**src/rtl/tqvp_cordic_pkg.sv**
```systemverilog
// Shared types and constants for the CORDIC sequencer: FSM states, gain constant
// and the saturating negate used by the quadrant fix-up.
package tqvp_cordic_pkg;

    typedef enum logic [2:0] {
        ST_IDLE   = 3'd0,
        ST_REDUCE = 3'd1,
        ST_LOAD   = 3'd2,
        ST_STEP   = 3'd3,
        ST_FIXUP  = 3'd4,
        ST_DONE   = 3'd5
    } state_t;

    // CORDIC gain 0.6072529 in Q2.30; the engine starts x at this value.
    localparam logic [31:0] CORDIC_K = 32'h26DD_3B6A;

    // Two's complement negate; the most negative value clips to the most positive.
    function automatic logic [31:0] sat_neg(input logic [31:0] v);
        if (v == 32'h8000_0000)
            return 32'h7FFF_FFFF;
        return ~v + 32'd1;
    endfunction

endpackage

```
**src/rtl/tqvp_cordic_quadrant_fix.sv**
```systemverilog
// Maps the first-quadrant engine result back into the quadrant chosen by the
// reducer: a rotation by q * 90 degrees of (x, y).
module tqvp_cordic_quadrant_fix
    import tqvp_cordic_pkg::*;
(
    input  logic [31:0] x,
    input  logic [31:0] y,
    input  logic [1:0]  q,
    output logic [31:0] cos,
    output logic [31:0] sin
);

    always_comb begin
        cos = x;
        sin = y;
        case (q)
            2'd0: begin cos = x;          sin = y;          end
            2'd1: begin cos = sat_neg(y); sin = x;          end
            2'd2: begin cos = sat_neg(x); sin = sat_neg(y); end
            2'd3: begin cos = y;          sin = sat_neg(x); end
            default: begin cos = x;       sin = y;          end
        endcase
    end

endmodule

```
**src/rtl/tqvp_cordic_sequencer.sv**
```systemverilog
// Sequences one CORDIC command: reducer launch, engine load, ITERS micro-rotations,
// quadrant fix-up and registered results with a sticky completion interrupt.
//
//   state  | meaning
//   IDLE   | no command since reset, ready for one
//   REDUCE | reducer launched, waiting for its result or the timeout
//   LOAD   | engine loaded with x=K, y=0, z=eng_angle
//   STEP   | one micro-rotation per cycle, eng_iter = 0..ITERS-1
//   FIXUP  | engine final, quadrant-corrected results registered
//   DONE   | results valid, ready for the next command
module tqvp_cordic_sequencer
    import tqvp_cordic_pkg::*;
#(
    parameter int ITERS   = 16,
    parameter int TIMEOUT = 64
) (
    input  logic        clk,
    input  logic        rst,
    input  logic        cmd_valid,
    input  logic [31:0] cmd_angle,
    output logic        cmd_ready,
    input  logic        irq_clear,
    output logic        red_in_valid,
    output logic [31:0] red_data,
    input  logic        red_out_valid,
    input  logic [4:0]  red_q,
    input  logic [63:0] red_f,
    output logic        eng_load,
    output logic [31:0] eng_angle,
    output logic        eng_step,
    output logic [4:0]  eng_iter,
    input  logic [31:0] eng_x,
    input  logic [31:0] eng_y,
    output logic [31:0] res_cos,
    output logic [31:0] res_sin,
    output logic        busy,
    output logic        done,
    output logic        err_timeout,
    output logic        overrun,
    output logic        irq
);

    localparam int TW = $clog2(TIMEOUT + 1);

    state_t          state;
    logic [TW-1:0]   tmo_cnt;
    logic [1:0]      quad;
    logic [31:0]     fix_cos;
    logic [31:0]     fix_sin;
    logic            unused_ok;

    assign unused_ok = ^{red_q[4:2], red_f[31:0]};

    tqvp_cordic_quadrant_fix u_fix (
        .x   (eng_x),
        .y   (eng_y),
        .q   (quad),
        .cos (fix_cos),
        .sin (fix_sin)
    );

    always_ff @(posedge clk) begin
        if (rst) begin
            state        <= ST_IDLE;
            tmo_cnt      <= '0;
            quad         <= 2'd0;
            red_data     <= 32'd0;
            eng_angle    <= 32'd0;
            res_cos      <= 32'd0;
            res_sin      <= 32'd0;
            red_in_valid <= 1'b0;
            eng_load     <= 1'b0;
            eng_step     <= 1'b0;
            eng_iter     <= 5'd0;
            cmd_ready    <= 1'b1;
            busy         <= 1'b0;
            done         <= 1'b0;
            err_timeout  <= 1'b0;
            overrun      <= 1'b0;
            irq          <= 1'b0;
        end else begin
            red_in_valid <= 1'b0;
            eng_load     <= 1'b0;

            // Clears first so that a set later in this block wins the collision.
            if (irq_clear) begin
                irq         <= 1'b0;
                err_timeout <= 1'b0;
                overrun     <= 1'b0;
            end
            if (cmd_valid && !cmd_ready)
                overrun <= 1'b1;

            case (state)
                ST_IDLE, ST_DONE: begin
                    if (cmd_valid) begin
                        state        <= ST_REDUCE;
                        red_data     <= cmd_angle;
                        red_in_valid <= 1'b1;
                        tmo_cnt      <= TW'(TIMEOUT - 1);
                        cmd_ready    <= 1'b0;
                        busy         <= 1'b1;
                        done         <= 1'b0;
                    end
                end
                ST_REDUCE: begin
                    if (red_out_valid) begin
                        state     <= ST_LOAD;
                        eng_angle <= red_f[63:32];
                        quad      <= red_q[1:0];
                        eng_load  <= 1'b1;
                    end else if (tmo_cnt == '0) begin
                        state       <= ST_DONE;
                        err_timeout <= 1'b1;
                        irq         <= 1'b1;
                        cmd_ready   <= 1'b1;
                        busy        <= 1'b0;
                        done        <= 1'b1;
                    end else begin
                        tmo_cnt <= tmo_cnt - 1'b1;
                    end
                end
                ST_LOAD: begin
                    state    <= ST_STEP;
                    eng_step <= 1'b1;
                    eng_iter <= 5'd0;
                end
                ST_STEP: begin
                    if (eng_iter == 5'(ITERS - 1)) begin
                        state    <= ST_FIXUP;
                        eng_step <= 1'b0;
                        eng_iter <= 5'd0;
                    end else begin
                        eng_iter <= eng_iter + 5'd1;
                    end
                end
                ST_FIXUP: begin
                    state     <= ST_DONE;
                    res_cos   <= fix_cos;
                    res_sin   <= fix_sin;
                    irq       <= 1'b1;
                    cmd_ready <= 1'b1;
                    busy      <= 1'b0;
                    done      <= 1'b1;
                end
                default: begin
                    state     <= ST_IDLE;
                    eng_step  <= 1'b0;
                    cmd_ready <= 1'b1;
                    busy      <= 1'b0;
                    done      <= 1'b0;
                end
            endcase
        end
    end

endmodule

```
**config.mk**
```make
export PLATFORM = sky130hd
export DESIGN_NAME = tqvp_cordic_sequencer
export DESIGN_NICKNAME = d
export VERILOG_FILES = /design/src/rtl/tqvp_cordic_pkg.sv /design/src/rtl/tqvp_cordic_quadrant_fix.sv /design/src/rtl/tqvp_cordic_sequencer.sv
export SDC_FILE = /design/constraint.sdc
export NUM_CORES = 1
export LEC_CHECK = 0
export CAP_MARGIN = 30
export CELL_PAD_IN_SITES_DETAIL_PLACEMENT = 0
export CELL_PAD_IN_SITES_GLOBAL_PLACEMENT = 1
export CORE_ASPECT_RATIO = 2
export CORE_MARGIN = 5
export CORE_UTILIZATION = 32
export CTS_BUF_LIST = sky130_fd_sc_hd__clkbuf_16
export DETAILED_ROUTE_END_ITERATION = 12
export MAX_ROUTING_LAYER = met4
export PLACE_DENSITY_LB_ADDON = 0.05
export SYNTH_ARGS = -nofsm -noshare
export SYNTH_HDL_FRONTEND = slang
export SYNTH_SLANG_ARGS = --single-unit
```
**constraint.sdc**
```tcl
create_clock -name clk -period 3.41 [get_ports clk]
set_input_delay 0.5115 -clock clk [delete_from_list [all_inputs] [get_ports clk]]
set_output_delay 0.5115 -clock clk [all_outputs]
set_load 0.02 [all_outputs]
```
### Yosys cells after proc, flatten, opt, wreduce, memory -nomap -nowiden

Index checks and enable logic that the tools add are counted.

| word-level totals | value |
|---|---|
| output and inout bits | 142 |
| logic and storage cells | 111 |
| input bits | 170 |
| flip-flop bits (word level) | 154 |

| operators by class | value |
|---|---|
| muxes and demuxes | 48 |
| add/sub/neg operators | 4 |
| bitwise logic cells | 6 |
| equality and inequality tests | 17 |
| reduce and logical (&&, ||, !) cells | 19 |

Operator list:

| cell | count |
|---|---|
| $pmux W32 S4 | 2 |
| $mux W32 | 6 |
| $add A32 B1 Y32 const B | 2 |
| $eq A32 B32 Y1 const B | 2 |
| $not A32 Y32 | 2 |
| $mux W1 | 24 |
| $mux W7 | 3 |
| $pmux W3 S5 | 1 |
| $pmux W7 S2 | 1 |
| $mux W3 | 4 |
| $ne A2 B2 Y1 const B | 5 |
| $pmux W5 S2 | 1 |
| $pmux W1 S3 | 3 |
| $reduce_and A4 Y1 | 2 |
| $reduce_or A2 Y1 | 4 |
| $logic_not A7 Y1 | 1 |
| $sub A7 B1 Y7 const B | 1 |
| $eq A3 B2 Y1 const B | 2 |
| $eq A3 B3 Y1 const B | 2 |
| $reduce_and A2 Y1 | 3 |
| $reduce_bool A2 Y1 | 3 |
| $add A5 B1 Y5 const B | 1 |
| $eq A5 B4 Y1 const B | 1 |
| $mux W5 | 1 |
| other kinds (13) | 17 |

### Depth between registers and ports, before layout

| depth | value |
|---|---|
| word-level depth | 5 |
| depth in mapped cells | 10 |
| gate-level depth less buffers | 8 |

### By module

Synthesis repeated with hierarchy kept, for this count alone.

| second synthesis, totals | value |
|---|---|
| cell total of the unflattened synthesis | 1,304 |
| area, all modules | 9,190.1 um2 |

By module, submodules not included:

| module | cells each | area an instance (um2) | sequential area each (um2) | instances |
|---|---|---|---|---|
| tqvp_cordic_sequencer | 705 | 5,590.4 | 3,083.0 | 1 |
| tqvp_cordic_quadrant_fix | 599 | 3,599.7 | 0.0 | 1 |

### Least setup slack after synthesis

OpenSTA, ideal clock, no wires.

| timing path | value |
|---|---|
| path kind | in2reg |
| start point | input eng_y[11] |
| end point | register res_cos[31] |
| arrival time | 2.701 ns |
| cell stages on the path | 9 |
| path slack | 0.587 ns |
| library setup time | 0.122 ns |
| path buffers | 3 |
| data required time | 3.288 ns |
| cell sequence | buf_2 or4_4 buf_6 or4_4 buf_6 nor4_4 nor3_1 a21o_1 a221o_1 |

| on the way | value |
|---|---|
| word-level cells in the longest chain between the ends | 5 |
| elaborated cells between the ends (all ways) | 7 |
| those cells by class | 1 x add/sub; 1 x eq/ne; 4 x mux; 1 x bitwise |

Ends and longest elaborated chain:

| item | RTL line | text |
|---|---|---|
| from (decl) | tqvp_cordic_sequencer.sv:33 | `input logic [31:0] eng_y,` |
| parallel branches: the longest is 3 deep, another holds $add A32 B1 Y32 | -- |  |
| $mux W32 * | tqvp_cordic_pkg.sv:21 | `return ~v + 32'd1;` |
| $pmux W32 S4 * | tqvp_cordic_quadrant_fix.sv:16 | `case (q)` |
| to (signal assigned) | tqvp_cordic_sequencer.sv:139 | `res_cos <= fix_cos;` |
| to (decl) | tqvp_cordic_sequencer.sv:34 | `output logic [31:0] res_cos,` |

Mark *: on every way between the ends. The select of a mux whose other input is x is not followed.
A chain may end at the register's enable or synchronous reset.

### Worst setup path in the final report

| timing path | value |
|---|---|
| start point | input eng_x[28] |
| end point | register res_sin[30] |

| on the way | value |
|---|---|
| word-level cells in the longest chain between the ends | 5 |
| elaborated cells between the ends (all ways) | 7 |
| those cells by class | 1 x add/sub; 1 x eq/ne; 4 x mux; 1 x bitwise |

Ends and longest elaborated chain:

| item | RTL line | text |
|---|---|---|
| from (decl) | tqvp_cordic_sequencer.sv:32 | `input logic [31:0] eng_x,` |
| parallel branches: the longest is 3 deep, another holds $add A32 B1 Y32 | -- |  |
| $mux W32 * | tqvp_cordic_pkg.sv:21 |  |
| $pmux W32 S4 * | tqvp_cordic_quadrant_fix.sv:16 |  |
| to (signal assigned) | tqvp_cordic_sequencer.sv:140 | `res_sin <= fix_sin;` |
| to (decl) | tqvp_cordic_sequencer.sv:35 | `output logic [31:0] res_sin,` |

Marked as above.

==> flow_metrics.tcl <==
set metrics [dict create \
    syn_nets 1286 \
    cp_slowest_cell "nor4_1" \
    critPathKind "input pin to register" \
    ys_seq_area_share_pct 35.7 \
    finalHoldViolations 0 \
    p_seq_share_pct 33.8 \
    min_period_ps 3030 \
    clock_latency_ps 450 \
    portBuffers 276 \
    finalSetupTns_ps 0 \
    cts.path.max_buffers 2 \
    cap_violations 0 \
    synth.most_common_cell "nand2_1" \
    syn_area_um2 8650 \
    synth_seq_cells 154 \
    critical_path.top_delay_family "simple AND/OR/NAND/NOR gates" \
    firstDrtPassIters 5 \
    switching_share_pct 37.8 \
    worstPathRequired_ps 3810 \
    p_int_mw 4.38 \
    yosys_warnings 0 \
    clock_sinks 154 \
    die_x_um 126 \
    synth_area_leader_cell "dfxtp_1" \
    clk_pin_slew_ps 60 \
    grt_antenna_before_repair 2 \
    rsz0062_at_grt "no" \
    cts_tree "built" \
    cp_slowest_stage_delay_ps 890 \
    dieArea_um2 30600 \
    async_flop_share_pct 0 \
    grt_start_max_net_pins 69 \
    synth_cell_types 69 \
    drive_above_1_share_pct 12.4 \
    netlist.area_leader.share_pct 35.7 \
    routed_via_density 5.41 \
    wl_per_cell_um 20.7 \
    grt_usage_pct 24.0 \
    tightest_slew_ps 989 \
    ctsHoldBuffers 0 \
    clockRootBuffer "clkbuf_16" \
    drt_iter0_markers 356 \
    drt-total-wl_mm 36.9 \
    areaGrowthSynthToFinish_pct 48.6 \
    synth_edf_count 0 \
    yosys-top-cells-area "dfxtp_1, nand2_1, a21oi_1, nor2_1, xor2_1" \
    drcViolationCount 0 \
    vias 9634 \
    ys.flop_type "dfxtp_1" \
    path_buf_inv 4 \
    min_path_type "register to register" \
    grt_overflow 0 \
    cts-resized-gates 0 \
    skew_ps 4.97 \
    slew-limit-headroom_pct 33.5 \
    core_um2 26800 \
    post_cts_buffers 0 \
    fp-row-count 85 \
    cp_cell_sequence "clkdlybuf4s50_1 -> nor4_1 -> nand3_1 -> nor3_2 -> buf_4 -> nor2_1 -> buf_4 -> a221oi_1 -> buf_4 -> a21o_1" \
    outcome "finished clean" \
    place_congestion 0.908 \
    start_util_pct 32.3 \
    drv_slew 0 \
    hpwl_mm 27.5 \
    worst_setup_path_start_kind "input pin" \
    fmax_mhz 330 \
    grt_pass1_vias 9596 \
    synth_cells 1112 \
    nets 1591 \
    cp_max_fo 8 \
    power_frac_clock_pct 27.2 \
    die_h_um 242 \
    grt_pass1_wl_mm 55.4 \
    min_period_over_period_pct 88.9 \
    p_comb_share_pct 39.0 \
    critPathCaptureType "register" \
    utilization_pct 47.9 \
    pin_count 312 \
    peakVddDrop_uv 399 \
    numCtsBuffers 17 \
    synthTopCellsByCount "nand2_1, dfxtp_1, a21oi_1" \
    final_antenna_net_count 0 \
    power_density_nw_per_um2 548 \
    avgSynthCellArea_um2 7.78 \
    p_sw_mw 2.66 \
    arrival_ps 3430 \
    crit_top_cell "buf_4" \
    finalSetupViolations 0 \
    htreeDepth 4 \
    p_leak_nw 4.78 \
]
power by group through the flow:
stage | registers, mW | clock network, mW | logic, mW
detailed placement | 2.42 | 0 | 2.76
global placement | 2.40 | 0 | 2.75
floorplan | 2.70 | 0 | 1.17
global route | 2.42 | 2.04 | 2.97
finish | 2.38 | 1.92 | 2.74
CTS | 2.38 | 1.98 | 2.77
stage by stage:
stage | power, mW | setup WS [ps] | std cells | area [um^2] | hold WS, ps
after global placement | 5.15 | 17.5 | 1745 | 12300 | 434
after floorplan | 3.86 | 587 | 1112 | 8650 | 435
after detailed placement | 5.17 | 30.7 | 1746 | 12300 | 439
final | 7.04 | 377 | 1780 | 12800 | 449
after CTS | 7.14 | 501 | 1778 | 12800 | 455
after global routing | 7.44 | 304 | 1780 | 12800 | 468
layout make-up:
type / count / area (um^2)
Tap cell: 348 / 435
Clock buffer: 17 / 425
Timing Repair Buffer: 374 / 3540
Antenna cell: 2 / 5.00
Inverter: 12 / 45.0
Clock inverter: 15 / 151
Multi-Input combinational cell: 858 / 5160
Fill cell: 2772 / 14000
Sequential cell: 154 / 3080
kinds of logic after synthesis:
logic type	after synthesis	synth area share, %
AND/OR/NAND/NOR	457	25.3
AO/OA/AOI/OAI	313	24.4
flip-flops	154	35.7
buffers and inverters	100	4.79
XOR/XNOR	48	4.86
multiplexers	36	4.41
adder cells (fa/ha/maj)	4	0.579
flip-flops by register name, summed over array words and instances, names as in the netlist:
register      cells
eng_angle        32
red_data         32
res_cos          32
res_sin          32
tmo_cnt           7
eng_iter          5
state             3
quad              2
busy              1
cmd_ready         1
done              1
eng_load          1
eng_step          1
err_timeout       1
irq               1
overrun           1
red_in_valid      1
worst register-to-register path, cell delays in order, from the launching register on:
cell      delay, ps
dfxtp_1         460
nor2_1          250
and2_1          200
nand2b_1        290
nor2_1          700
o211ai_1        240
nand3_1         140
cell usage in the layout, fill, tap and decap left out, types with 6 or more instances in the layout:
master	Yosys	layout
mux2_2	16	16
a32o_1	10	10
nand2b_1	10	10
a22o_1	7	7
nor4_1	13	13
clkdlybuf4s50_1	0	275
nand3_1	21	21
a221oi_1	13	13
a21oi_1	116	116
a31oi_1	11	11
a21o_1	22	22
nor2_1	85	82
o211ai_1	9	9
clkbuf_16	0	17
a22oi_1	7	7
nor2b_1	6	6
nor4_2	6	6
buf_4	0	95
mux2i_1	19	19
xor2_1	34	34
dfxtp_1	154	153
o221ai_1	21	21
or4_1	8	8
nor3_1	35	35
xnor2_1	14	14
o22ai_1	7	7
inv_1	10	11
o21ai_0	40	40
nand2_1	214	214
a221o_1	7	7
nand4_1	10	10
or3_1	15	15
worst paths after layout:
check                                             start                       end  slack (ps)  cells after the start
worst max-delay path                          eng_x[28]  res_sin[30]$_SDFFE_PP0P_         380                     10
worst min-delay path            res_cos[8]$_SDFFE_PP0P_   res_cos[8]$_SDFFE_PP0P_         450                      1
worst max register to register    state[1]$_SDFFE_PP0P_  res_cos[27]$_SDFFE_PP0P_        1070                      6
worst min register to register  res_cos[8]$_SDFFE_PP0P_   res_cos[8]$_SDFFE_PP0P_         450                      1
routing by layer:
layer / GRT usage [%] / part of all wire (%) / up-vias
met5: - / 0 / -
met4: 13.6 / 5.5 / 0
met3: 5.85 / 5.4 / 108
met2: 43.0 / 53 / 326
met1: 23.2 / 36 / 4576
li1: - / - / 4624
Power figures use the tool's default switching activity.
